--- src/rtl/div_seq.sv ---
// Sequential 32-bit restoring divider (DIV/DIVU): start at edge T gives ready in cycle T+33.
// Optional DIV_ZERO_FAST_EN: a zero divisor skips the iteration and finishes in one cycle.
module div_seq #(
    parameter int WIDTH = 32
) (
    input  logic             clk,
    input  logic             rst,
    input  logic             start,
    input  logic             signed_div,
    input  logic [WIDTH-1:0] a,
    input  logic [WIDTH-1:0] b,
    input  logic             annul,
    output logic             stall,
    output logic             busy,
    output logic             ready,
    output logic [WIDTH-1:0] hi,
    output logic [WIDTH-1:0] lo
);

    typedef enum logic [1:0] {
        IDLE = 2'd0,
        CALC = 2'd1,
        DONE = 2'd2
    } state_t;

    state_t           state_q;
    logic [4:0]       cnt_q;
    logic [WIDTH-1:0] rem_q;
    logic [WIDTH-1:0] quo_q;
    logic [WIDTH-1:0] dvs_q;
    logic             neg_quo_q;
    logic             neg_rem_q;
    logic [WIDTH-1:0] hi_q;
    logic [WIDTH-1:0] lo_q;
    logic             ready_q;

    logic             a_neg;
    logic             b_neg;
    logic [WIDTH-1:0] a_abs;
    logic [WIDTH-1:0] b_abs;
    logic [WIDTH:0]   shifted;
    logic [WIDTH:0]   diff;
    logic             fits;
    logic [WIDTH-1:0] rem_d;
    logic [WIDTH-1:0] quo_d;
    logic [WIDTH-1:0] hi_d;
    logic [WIDTH-1:0] lo_d;
    logic             fast_zero;

`ifdef DIV_ZERO_FAST_EN
    assign fast_zero = (b == '0);
`else
    assign fast_zero = 1'b0;
`endif

    always_comb begin
        a_neg = signed_div & a[WIDTH-1];
        b_neg = signed_div & b[WIDTH-1];
        a_abs = a_neg ? ('0 - a) : a;
        b_abs = b_neg ? ('0 - b) : b;

        // The partial remainder stays below the divisor, so one extra bit holds the trial sign.
        shifted = {rem_q, quo_q[WIDTH-1]};
        diff    = shifted - {1'b0, dvs_q};
        fits    = ~diff[WIDTH];
        rem_d   = fits ? diff[WIDTH-1:0] : shifted[WIDTH-1:0];
        quo_d   = {quo_q[WIDTH-2:0], fits};

        lo_d = neg_quo_q ? ('0 - quo_d) : quo_d;
        hi_d = neg_rem_q ? ('0 - rem_d) : rem_d;
    end

    always_ff @(posedge clk) begin
        if (rst) begin
            state_q   <= IDLE;
            cnt_q     <= '0;
            rem_q     <= '0;
            quo_q     <= '0;
            dvs_q     <= '0;
            neg_quo_q <= 1'b0;
            neg_rem_q <= 1'b0;
            hi_q      <= '0;
            lo_q      <= '0;
            ready_q   <= 1'b0;
        end else begin
            ready_q <= 1'b0;
            case (state_q)
                IDLE: begin
                    if (start && !annul) begin
                        if (fast_zero) begin
                            hi_q    <= a;
                            lo_q    <= '1;
                            ready_q <= 1'b1;
                            state_q <= DONE;
                        end else begin
                            rem_q     <= '0;
                            quo_q     <= a_abs;
                            dvs_q     <= b_abs;
                            neg_quo_q <= a_neg ^ b_neg;
                            neg_rem_q <= a_neg;
                            cnt_q     <= '0;
                            state_q   <= CALC;
                        end
                    end
                end
                CALC: begin
                    if (annul) begin
                        state_q <= IDLE;
                    end else begin
                        rem_q <= rem_d;
                        quo_q <= quo_d;
                        cnt_q <= cnt_q + 5'd1;
                        // Last step: commit the sign-corrected result straight into HI/LO.
                        if (cnt_q == 5'd31) begin
                            hi_q    <= hi_d;
                            lo_q    <= lo_d;
                            ready_q <= 1'b1;
                            state_q <= DONE;
                        end
                    end
                end
                DONE: begin
                    state_q <= IDLE;
                end
                default: begin
                    state_q <= IDLE;
                end
            endcase
        end
    end

    assign stall = ((state_q == IDLE) & start & ~annul) | (state_q == CALC);
    assign busy  = (state_q == CALC) | (state_q == DONE);
    assign ready = ready_q & ~annul;
    assign hi    = hi_q;
    assign lo    = lo_q;

endmodule

--- config.mk ---
export PLATFORM = sky130hd
export DESIGN_NAME = div_seq
export DESIGN_NICKNAME = d
export VERILOG_FILES = /design/src/rtl/div_seq.sv
export SDC_FILE = /design/constraint.sdc
export NUM_CORES = 1
export LEC_CHECK = 0
export ABC_AREA = 1
export CELL_PAD_IN_SITES_DETAIL_PLACEMENT = 2
export CELL_PAD_IN_SITES_GLOBAL_PLACEMENT = 2
export CORE_UTILIZATION = 33
export DETAILED_ROUTE_END_ITERATION = 8
export PLACE_DENSITY_LB_ADDON = 0.1
export RECOVER_POWER = 25
export SLEW_MARGIN = 40
export SYNTH_ARGS = -nofsm -noshare
export SYNTH_HDL_FRONTEND = slang
export SYNTH_SLANG_ARGS = --single-unit
--- constraint.sdc ---
create_clock -name clk -period 10.5 [get_ports clk]
set_input_delay 2.1 -clock clk [delete_from_list [all_inputs] [get_ports clk]]
set_output_delay 2.1 -clock clk [all_outputs]
set_load 0.02 [all_outputs]
==> flow_summary.toml <==
[status]
result_of_the_run = "finished with violations"
violations = "max-capacitance violations, max-slew violations"

[routing]
wl_met1_um = 24000
met3WireLength_um = 1350
wl_per_cell_um = 19.2
postRouteAntennaNets = 0
maxUsedRoutingLayer = "met4"
wl_met2_um = 25700
number_of_vias_per_cell = 5.12
drcViolationCount = 0
dr.pass1.iters = 4
vias = 13900
wl_um = 52100
detail_route.iter0.violations = 612

[clock_network]
post_cts_resized = 0
post_cts_hold_buffer_count = 0
ctsHtreeMaxLevel = 4
clock_path_buffers = 2
postCtsSetupRepairBufs = 0
clkSlewWorstSetupHoldPaths_ns = 0.07
insertion_delay_ns = 0.45
tritoncts.num_buffers = 17
cts-root-buf = "clkbuf_16"
tritoncts_num_sinks = 170
tritoncts_clock_tree = "done"

[floorplanning]
die_height_um = 199
placement_rows = 71
pin_count = 136
die-area_um2 = 39500
die_width_um = 199
initial_utilization_pct = 33.8
coreArea_um2 = 37800

[critical_path]
crit_buf_inv = 4
cp.depth = 6
worst-endpoint-required_ns = 8.40
crit_type = "primary input to primary output"
critical_path.top_delay_family = "buffers and inverters"
crit_path_end_kind = "primary output"
critPathMaxStageDelay_ns = 1.46
number_of_cells_traversed_by_the_worst_register_to_register_path = 28
crit_path_cell_trace = "dlygate4sd3_1, nor3_2, clkbuf_1, inv_1, nand2_1, clkdlybuf4s50_1"
crit_arrival_ns = 6.17
critPathSlowestCell = "clkbuf_1"
worst-path-max-fanout = 49
critical_path.startpoint_type = "primary input"

[timing]
fin_skew_ns = 0.0156
setup_viol = 0
finalHoldViolations = 0
final_period_minus_worst_setup_slack_ns = 8.27
grt_setup_unrepaired = "no"
slew_headroom_pct = -34.9
fin_crit_sh_pct = 78.8
setup_tns_ns = 0
achievable-frequency_mhz = 121
worst_pin_slew_ns = 2.02
timing.final.max_slew_violations = 50

[synth]
synth_enable_flop_cells = 0
mappedNetlistArea_um2 = 12800
synthesis.instances = 2107
syn_nets = 2217
number_of_storage_elements_in_the_synthesis_netlist = 170
yosysSeqAreaShare_pct = 26.6
syn_avg_cell_area_um2 = 6.06
ys_types = 51
synth-main-ff-cell = "dfxtp_1"
synth_warnings = 0
async_reset_ff_share_pct = 0

[final_layout]
utilization_pct = 39.9
num-nets-final = 2300
synthToLayoutAreaGrowth_pct = 18.2
design_area_um2 = 15100
final_layout_size_suffix_gt1_share_pct = 5.00
antennaDiodeCount = 0

[power]
max-vdd-ir-drop_mv = 0.0790
power.density_nw_per_um2 = 120
total_leakage_power_uw = 0.00771

[grt]
grt_pass1_vias = 15100
globalRouteOverflowTotal = 0
number_of_antenna_violations_at_the_first_check_in_global_routing = 0
global_route.usage.total_pct = 26.6
grt_pass1_wl_um = 81100
maximum_number_of_pins_on_one_net_before_global_route_repair = 97

[place]
detailed_place_hpwl_um = 40800
gpl.final_weighted_congestion = 0.859
placement.cell_area_um2 = 14500
place.port_buffers = 135

[worst_hold_path]
holdPathStages = 2
worst_hold_path_type = "flop to flop"

[run]
drv.max_cap_violation_count = 1
==> final timing paths <==
path	startpoint	end	slack [ns]
worst max-delay path	annul	stall	2.23
worst min-delay path	hi[1]	hi[1]	0.47
worst max register to register	quo_q[31]	lo[30]	5.51
worst min register to register	hi[1]	hi[1]	0.47
==> flip-flops by register name, summed over array words and instances (netlist names), 2 cells and up <==
name / count
cnt_q: 5
rem_q: 32
quo_q: 32
lo: 32
dvs_q: 32
state_q: 2
hi: 32
==> tightest hold or removal path: cells and delay by family (launching register included) <==
kind | cells | cell delay, ns
flip-flops | 1 | 0.31
AND/OR/NAND/NOR | 1 | 0.06
AO/OA/AOI/OAI | 1 | 0.05
==> layer usage <==
metal	global-route usage, %	vias up
met2	47.3	181
li1	-	6849
met5	0	-
met1	33.2	6812
met3	3.49	54
met4	7.32	0
==> per-stage QoR <==
stage / hold slack [ns] / instances / total power, µW / setup WS, ns
2_1_floorplan: 0.445 / 2107 / 963 / 5.50
3_3_place_gp: 0.454 / 2682 / 1100 / 3.94
3_5_place_dp: 0.459 / 2682 / 1120 / 3.89
4_1_cts: 0.470 / 2713 / 1830 / 3.87
5_1_grt: 0.499 / 2713 / 1900 / 1.88
6_report: 0.468 / 2713 / 1820 / 2.23
==> area by class of cell <==
class	instances	area, µm²
fill	4798	22700
multi-input combinational	1557	7880
sequential	170	3400
timing repair buffer	146	1430
inverter	298	1120
tap	511	639
clock buffer	17	425
clock inverter	14	211
==> cells in the mapped netlist (3+ instances only) <==
library cell	n	area share, %
o31ai_1	3	0.18
buf_2	3	0.12
or2_2	6	0.29
nor2_1	188	5.5
o21ai_0	125	4.9
o211ai_1	22	1.3
nand3b_1	6	0.35
buf_4	3	0.18
nor2_2	6	0.29
nor4_1	8	0.39
xnor2_1	35	2.4
nand2_2	24	1.2
inv_1	295	8.7
clkbuf_1	60	1.8
buf_1	8	0.24
a21oi_1	178	7.0
buf_6	6	0.53
o21ai_2	7	0.48
o221ai_1	15	1.0
nand4_1	11	0.54
nor3_1	26	1.0
a21o_1	3	0.18
dfxtp_1	170	27
ha_1	40	3.9
o21ai_1	15	0.59
nand3_1	100	3.9
nor3_2	3	0.24
xor2_1	62	4.3
o21bai_1	7	0.41
nand2_1	641	19
nand2_4	4	0.35
==> power by group <==
group          internal (µW)  switching (µW)  total [µW]
Clock                    404             306         711
Combinational            134             282         416
Sequential               665            26.9         692
Total                   1200             615        1820
==> placed cells by master, fill, tap and decap left out, drive strengths merged <==
| master | Yosys | routed |
|---|---|---|
| a31oi | 2 | 2 |
| nor2 | 196 | 196 |
| o221ai | 15 | 15 |
| a41oi | 1 | 1 |
| nor4 | 8 | 8 |
| a211oi | 1 | 1 |
| or2 | 6 | 6 |
| xnor2 | 35 | 35 |
| clkbuf | 60 | 19 |
| inv | 296 | 300 |
| clkinv | 2 | 7 |
| o21a | 1 | 1 |
| a21oi | 181 | 181 |
| ha | 40 | 40 |
| dfxtp | 170 | 170 |
| and2 | 3 | 3 |
| a21o | 3 | 3 |
| o21ai | 147 | 147 |
| clkinvlp | 0 | 1 |
| nand3 | 103 | 103 |
| nand4 | 11 | 11 |
| xor2 | 62 | 62 |
| nand3b | 6 | 6 |
| o31ai | 3 | 3 |
| nor3 | 29 | 29 |
| o211ai | 22 | 22 |
| o41ai | 2 | 2 |
| bufinv | 0 | 4 |
| buf | 22 | 10 |
| dlygate4sd3 | 0 | 53 |
| fa | 1 | 1 |
| clkdlybuf4s50 | 0 | 81 |
| a221oi | 1 | 1 |
| o21bai | 7 | 7 |
| nand2 | 671 | 671 |
==> kinds of logic (layout without fill, tap and decap cells) <==
group                      Yosys count  in the layout  share of synthesized area, %
buffers and inverters              380            475                          11.9
DFF                                170            170                          26.6
adders and majority gates           41             41                          4.07
xor gates and xnor gates            97             97                          6.65
AOI/OAI and AO/OA                  386            386                          16.8
and+or+nand+nor                   1033           1033                          33.9
Power figures use the tool's default switching activity.
